File: config.mk
export PLATFORM = sky130hd
export DESIGN_NAME = dest_track_pipe
export DESIGN_NICKNAME = d
export VERILOG_FILES = /design/src/rtl/dest_track_pipe_pkg.sv /design/src/rtl/dest_stage_reg.sv /design/src/rtl/dest_track_pipe.sv
export SDC_FILE = /design/constraint.sdc
export NUM_CORES = 1
export LEC_CHECK = 0
export CAP_MARGIN = 20
export CELL_PAD_IN_SITES_DETAIL_PLACEMENT = 1
export CELL_PAD_IN_SITES_GLOBAL_PLACEMENT = 2
export CORE_MARGIN = 4
export CORE_UTILIZATION = 30
export CTS_BUF_LIST = sky130_fd_sc_hd__clkbuf_8
export DETAILED_ROUTE_END_ITERATION = 10
export PLACE_DENSITY = 0.85
export SYNTH_ARGS = -nofsm -noshare
export SYNTH_HDL_FRONTEND = slang
export SYNTH_SLANG_ARGS = --single-unit
export TNS_END_PERCENT = 30
File: constraint.sdc
create_clock -name clk -period 3.8 [get_ports clk]
set_clock_uncertainty 0.2 [all_clocks]
set_input_delay 0.76 -clock clk [delete_from_list [all_inputs] [get_ports clk]]
set_output_delay 0.76 -clock clk [all_outputs]
set_load 0.01 [all_outputs]
File: src/rtl/dest_track_pipe_pkg.sv
// Shared pipeline types for destination-register tracking.
// Stage record, bubble constant and sizing parameters.
package dest_track_pipe_pkg;

  localparam int REG_COUNT   = 16;
  localparam int STALL_CNT_W = 16;

  typedef struct packed {
    logic [3:0] dest;
    logic       wb_en;
  } stage_t;

  localparam stage_t BUBBLE = '{dest: 4'd0, wb_en: 1'b0};

  // One-hot of the destination, empty for non-writing entries.
  function automatic logic [REG_COUNT-1:0] dest_bit(stage_t s);
    dest_bit = '0;
    if (s.wb_en) dest_bit[s.dest] = 1'b1;
  endfunction

endpackage

File: src/rtl/dest_stage_reg.sv
// One pipeline stage register: {dest, wb_en}
// with load enable and asynchronous clear to a bubble.
module dest_stage_reg
  import dest_track_pipe_pkg::*;
(
  input  logic   clk,
  input  logic   rst,
  input  logic   en_i,
  input  stage_t d_i,
  output stage_t q_o
);

  stage_t stage_d, stage_q;

  always_comb begin
    stage_d = stage_q;
    if (en_i) stage_d = d_i;
  end

  always_ff @(posedge clk or posedge rst) begin
    if (rst) stage_q <= BUBBLE;
    else     stage_q <= stage_d;
  end

  assign q_o = stage_q;

endmodule

File: src/rtl/dest_track_pipe.sv
// Tracks destination registers in EXE/MEM/WB and
// counts hazard stall cycles for the hazard unit.
module dest_track_pipe
  import dest_track_pipe_pkg::*;
(
  input  logic                   clk,
  input  logic                   rst,
  input  logic [3:0]             ID_Dest,
  input  logic                   ID_WB_EN,
  input  logic                   hazard_detected,
  input  logic                   flush,
  input  logic                   freeze,
  input  logic                   stat_clr,
  output logic [3:0]             EXE_Dest,
  output logic [3:0]             MEM_Dest,
  output logic [3:0]             WB_Dest,
  output logic                   EXE_WB_EN,
  output logic                   MEM_WB_EN,
  output logic                   WB_WB_EN,
  output logic [REG_COUNT-1:0]   pending_mask,
  output logic [STALL_CNT_W-1:0] stall_count
);

  stage_t next_exe;
  stage_t exe_q, mem_q, wb_q;
  logic   adv;

  logic [STALL_CNT_W-1:0] stall_cnt_d, stall_cnt_q;

  assign adv = ~freeze;

  always_comb begin
    next_exe = BUBBLE;
    if (!(flush || hazard_detected)) begin
      next_exe.dest  = ID_Dest;
      next_exe.wb_en = ID_WB_EN;
    end
  end

  dest_stage_reg u_exe (
    .clk  (clk),
    .rst  (rst),
    .en_i (adv),
    .d_i  (next_exe),
    .q_o  (exe_q)
  );

  dest_stage_reg u_mem (
    .clk  (clk),
    .rst  (rst),
    .en_i (adv),
    .d_i  (exe_q),
    .q_o  (mem_q)
  );

  dest_stage_reg u_wb (
    .clk  (clk),
    .rst  (rst),
    .en_i (adv),
    .d_i  (mem_q),
    .q_o  (wb_q)
  );

  // Only a real stall counts: not frozen, not squashed.
  always_comb begin
    stall_cnt_d = stall_cnt_q;
    if (stat_clr) begin
      stall_cnt_d = '0;
    end else if (hazard_detected && !freeze && !flush
                 && stall_cnt_q != '1) begin
      stall_cnt_d = stall_cnt_q + 1'b1;
    end
  end

  always_ff @(posedge clk or posedge rst) begin
    if (rst) stall_cnt_q <= '0;
    else     stall_cnt_q <= stall_cnt_d;
  end

  assign EXE_Dest     = exe_q.dest;
  assign MEM_Dest     = mem_q.dest;
  assign WB_Dest      = wb_q.dest;
  assign EXE_WB_EN    = exe_q.wb_en;
  assign MEM_WB_EN    = mem_q.wb_en;
  assign WB_WB_EN     = wb_q.wb_en;
  assign stall_count  = stall_cnt_q;
  assign pending_mask = dest_bit(exe_q)
                      | dest_bit(mem_q)
                      | dest_bit(wb_q);

endmodule

==> impl_metrics.csv <==
group,metric,value,unit
power_and_ir_drop,power_switching,0.1981,mW
critical_path,worstSetupEndpointType,"output pin",
yosys,synthArstFlopShare,100.0,%
yosys,synth_cell_types,38,
drt,drc,0,
global_route,gr-usage-met2,25.24,%
clock_network,numCtsBuffers,5,
sta,max_freq,0.3290,GHz
critical_path,r2r_end,"stall_count[11]",
global_route,overflow,0,
power_and_ir_drop,power_density,280.8,mW/mm2
critical_path,start_kind,"flop",
clock_network,cts_resized,0,
global_route,grt_use_total,15.95,%
power_and_ir_drop,intPower,0.5640,mW
yosys,synth_area,0.001959,mm2
clock_network,hold_buffers,0,
global_route,grt_max_degree,32,
critical_path,worstPathMaxFanout,7,
floorplanning,coreArea,0.006350,mm2
global_route,grt_pass1_wl,10090,um
min_path,min_path_type,"flop to flop",
layout,area_growth,38.51,%
run_status,outcome,"finished, final reports clean",
sta,drv_slew,0,
sta,min_period,3.039,ns
critical_path,rrSetupSlack,1.50,ns
global_route,antenna_found_initial,0,
floorplanning,die_h,88.82,um
placed_design,place_ws,0.5061,ns
drt,first_pass_iters,4,
placed_design,port_buffers,57,
layout,nets,299,
floorplanning,die_area,0.007888,mm2
global_route,grt.met3_usage,2.421,%
drt,drt_first_iter_violations,93,
clock_network,clk_pin_slew,0.06,ns
sta,tns,0,ns
yosys,syn-mean-instance-area,8.519,um2
drt,wl_per_cell,16.42,um
yosys,synth-edff-count,0,
job,max_cap_viol_count,0,
floorplanning,fp.dieW,88.82,um
yosys,syn_nets,242,
drt,ant_nets,0,
clock_network,post-cts-setup-buffers,0,
critical_path,crit_type,"flop to output pin",
sta,layout_setup_ws,0.7606,ns
layout,drive_above_1_share,10.76,%
floorplanning,rows,29,
layout,multi_input_area,0.001119,mm2
power_and_ir_drop,vdd_drop_max,0.0002186,V
sta,worst_pin_slew,0.7824,ns
sta,setup_violations,0,
layout,nFillCells,748,
yosys,synthCells,230,
sta,relSlewSlack,47.68,%
floorplanning,ios,58,
critical_path,required,2.84,ns
min_path,hold_end,"stall_count[5]",
min_path,hold_depth,2,
placed_design,gp_congestion,0.8164,
layout,regArea,775.7,um2
sta,rsz0062_at_grt,"no",
power_and_ir_drop,comb_power_share,15.1,%
clock_network,clockRootBuffer,"clkbuf_8",
clock_network,clk_path_buf_depth,2,
yosys,ys_seq_elements,31,
sta,hold_viol,0,
yosys,synth-seq-area-share,39.59,%
sta,period_share,79.99,%
global_route,gr-max-usage-layer,"met2",
power_and_ir_drop,p_seq_share,48.6,%
critical_path,worstReg2RegStart,"stall_count[7]",
yosys,ys.flop_type,"dfrtp_1",
clock_network,clock_latency,0.27,ns
drt,vias_per_cell,5.351,
layout,diodes,0,
clock_network,cts_tree,"done",
placed_design,dp_hpwl,4509,um
global_route,grt_pass1_vias,2023,
clock_network,htreeDepth,2,
floorplanning,start_util,30.86,%
clock_network,clock-sinks,31,
min_path,hp-start,"stall_count[5]",
drt,vias,1953,
critical_path,arrival,2.08,ns
yosys,synth_warnings,0,
power_and_ir_drop,leakagePower,1.117,nW
power_and_ir_drop,clkPwrFrac,36.4,%
drt,wl,5993,um
global_route,use_met1,23.26,%
power_and_ir_drop,swShare,26.00,%
critical_path,rr_worst_depth,5,
-- per-layer routing --
layer	wire length, um	vias up
met1	3032	961
met3	183	4
met4	27	0
li1	-	957
met2	2749	31
met5	0	-
-- state kept, by name, summed over array words and instances, names as in the netlist --
| name | count |
|---|---|
| u_wb.q_o | 5 |
| u_mem.q_o | 5 |
| u_exe.q_o | 5 |
| stall_count | 16 |
-- worst max path at each step --
stage | from | to | slack, ns | depth (start not counted)
after CTS | u_exe.q_o[0] | pending_mask[4] | 0.75 | 4
after floorplan | freeze | stall_count[11] | 1.25 | 4
after global routing | u_exe.q_o[1] | pending_mask[4] | 0.64 | 4
final | u_exe.q_o[1] | pending_mask[4] | 0.76 | 4
after detailed placement | hazard_detected | stall_count[11] | 0.51 | 5
after global placement | hazard_detected | stall_count[11] | 0.57 | 5
-- cell type report --
class	count	area share [%]
Multi-Input combinational cell	183	41.22
Sequential cell	31	28.58
Timing Repair Buffer	62	22.41
Clock buffer	7	3.550
Tap cell	77	3.550
Inverter	4	0.5533
Clock inverter	1	0.1383
-- stage by stage --
stage / cell area [um2] / hold slack, ns / cells / util [%] / total power [mW]
2_1_floorplan: 1959 / 0.3866 / 230 / - / 0.4243
3_3_place_gp: 2614 / 0.3842 / 357 / 41.16 / 0.4883
3_5_place_dp: 2614 / 0.3915 / 357 / 41.16 / 0.4919
4_1_cts: 2714 / 0.4042 / 365 / 42.74 / 0.7728
5_1_grt: 2714 / 0.4481 / 365 / 42.74 / 0.7998
6_report: 2714 / 0.3998 / 365 / 42.74 / 0.7622
-- power by group through the flow --
stage	clock [mW]	combinational [mW]	sequential, mW
2_1_floorplan	0	0.0555	0.369
3_3_place_gp	0	0.114	0.374
3_5_place_dp	0	0.116	0.376
4_1_cts	0.287	0.117	0.369
5_1_grt	0.301	0.126	0.373
6_report	0.277	0.115	0.370
-- worst max-delay path: stages, from the launching register on --
cell             delay [ns]
dfrtp_1                0.44
nor3b_1                0.55
a22oi_1                0.19
nand2_1                0.10
clkdlybuf4s50_1        0.53
-- synthesized netlist by cell type, types with 2 or more instances --
cell type | n | area, um2
nor3_1 | 2 | 10.01
mux2_1 | 2 | 22.52
mux2_2 | 14 | 157.7
a31oi_1 | 2 | 12.51
a22oi_1 | 12 | 90.09
nor2_1 | 16 | 60.06
nand4_1 | 7 | 43.79
and3b_1 | 2 | 17.52
nor2b_1 | 12 | 75.07
o21ai_0 | 8 | 40.04
or4_1 | 5 | 37.54
a32oi_1 | 2 | 17.52
nand2_1 | 42 | 157.7
inv_1 | 4 | 15.01
dfrtp_1 | 31 | 775.7
clkbuf_1 | 9 | 33.78
o31ai_1 | 4 | 30.03
and3_1 | 3 | 18.77
and2_1 | 2 | 12.51
or3_1 | 2 | 12.51
a21oi_1 | 10 | 50.05
nor3b_1 | 4 | 30.03
a211oi_2 | 2 | 25.02
nor4_1 | 4 | 25.02
nand3_1 | 16 | 80.08
-- placed cells by master, fill, tap and decap left out, types with 5 or more instances in the layout --
master           netlist  routed
a21oi_1               10      10
a22oi_1               12      12
buf_4                  1       5
clkbuf_8               0       7
clkdlybuf4s50_1        0      57
dfrtp_1               31      31
inv_1                  4       5
mux2_2                14      14
nand2_1               42      42
nand3_1               16      16
nand4_1                7       7
nor2_1                16      16
nor2b_1               12      12
o21ai_0                8       8
or4_1                  5       5
-- kinds of logic after synthesis --
kind of cell,Yosys count,share of synthesized area (%)
muxes,16,9.195
AOI/OAI and AO/OA,44,15.33
and+or+nand+nor,122,31.93
buffers and inverters,16,3.320
adders and majority gates,1,0.6385
DFF,31,39.59
Power figures use the tool's default switching activity.
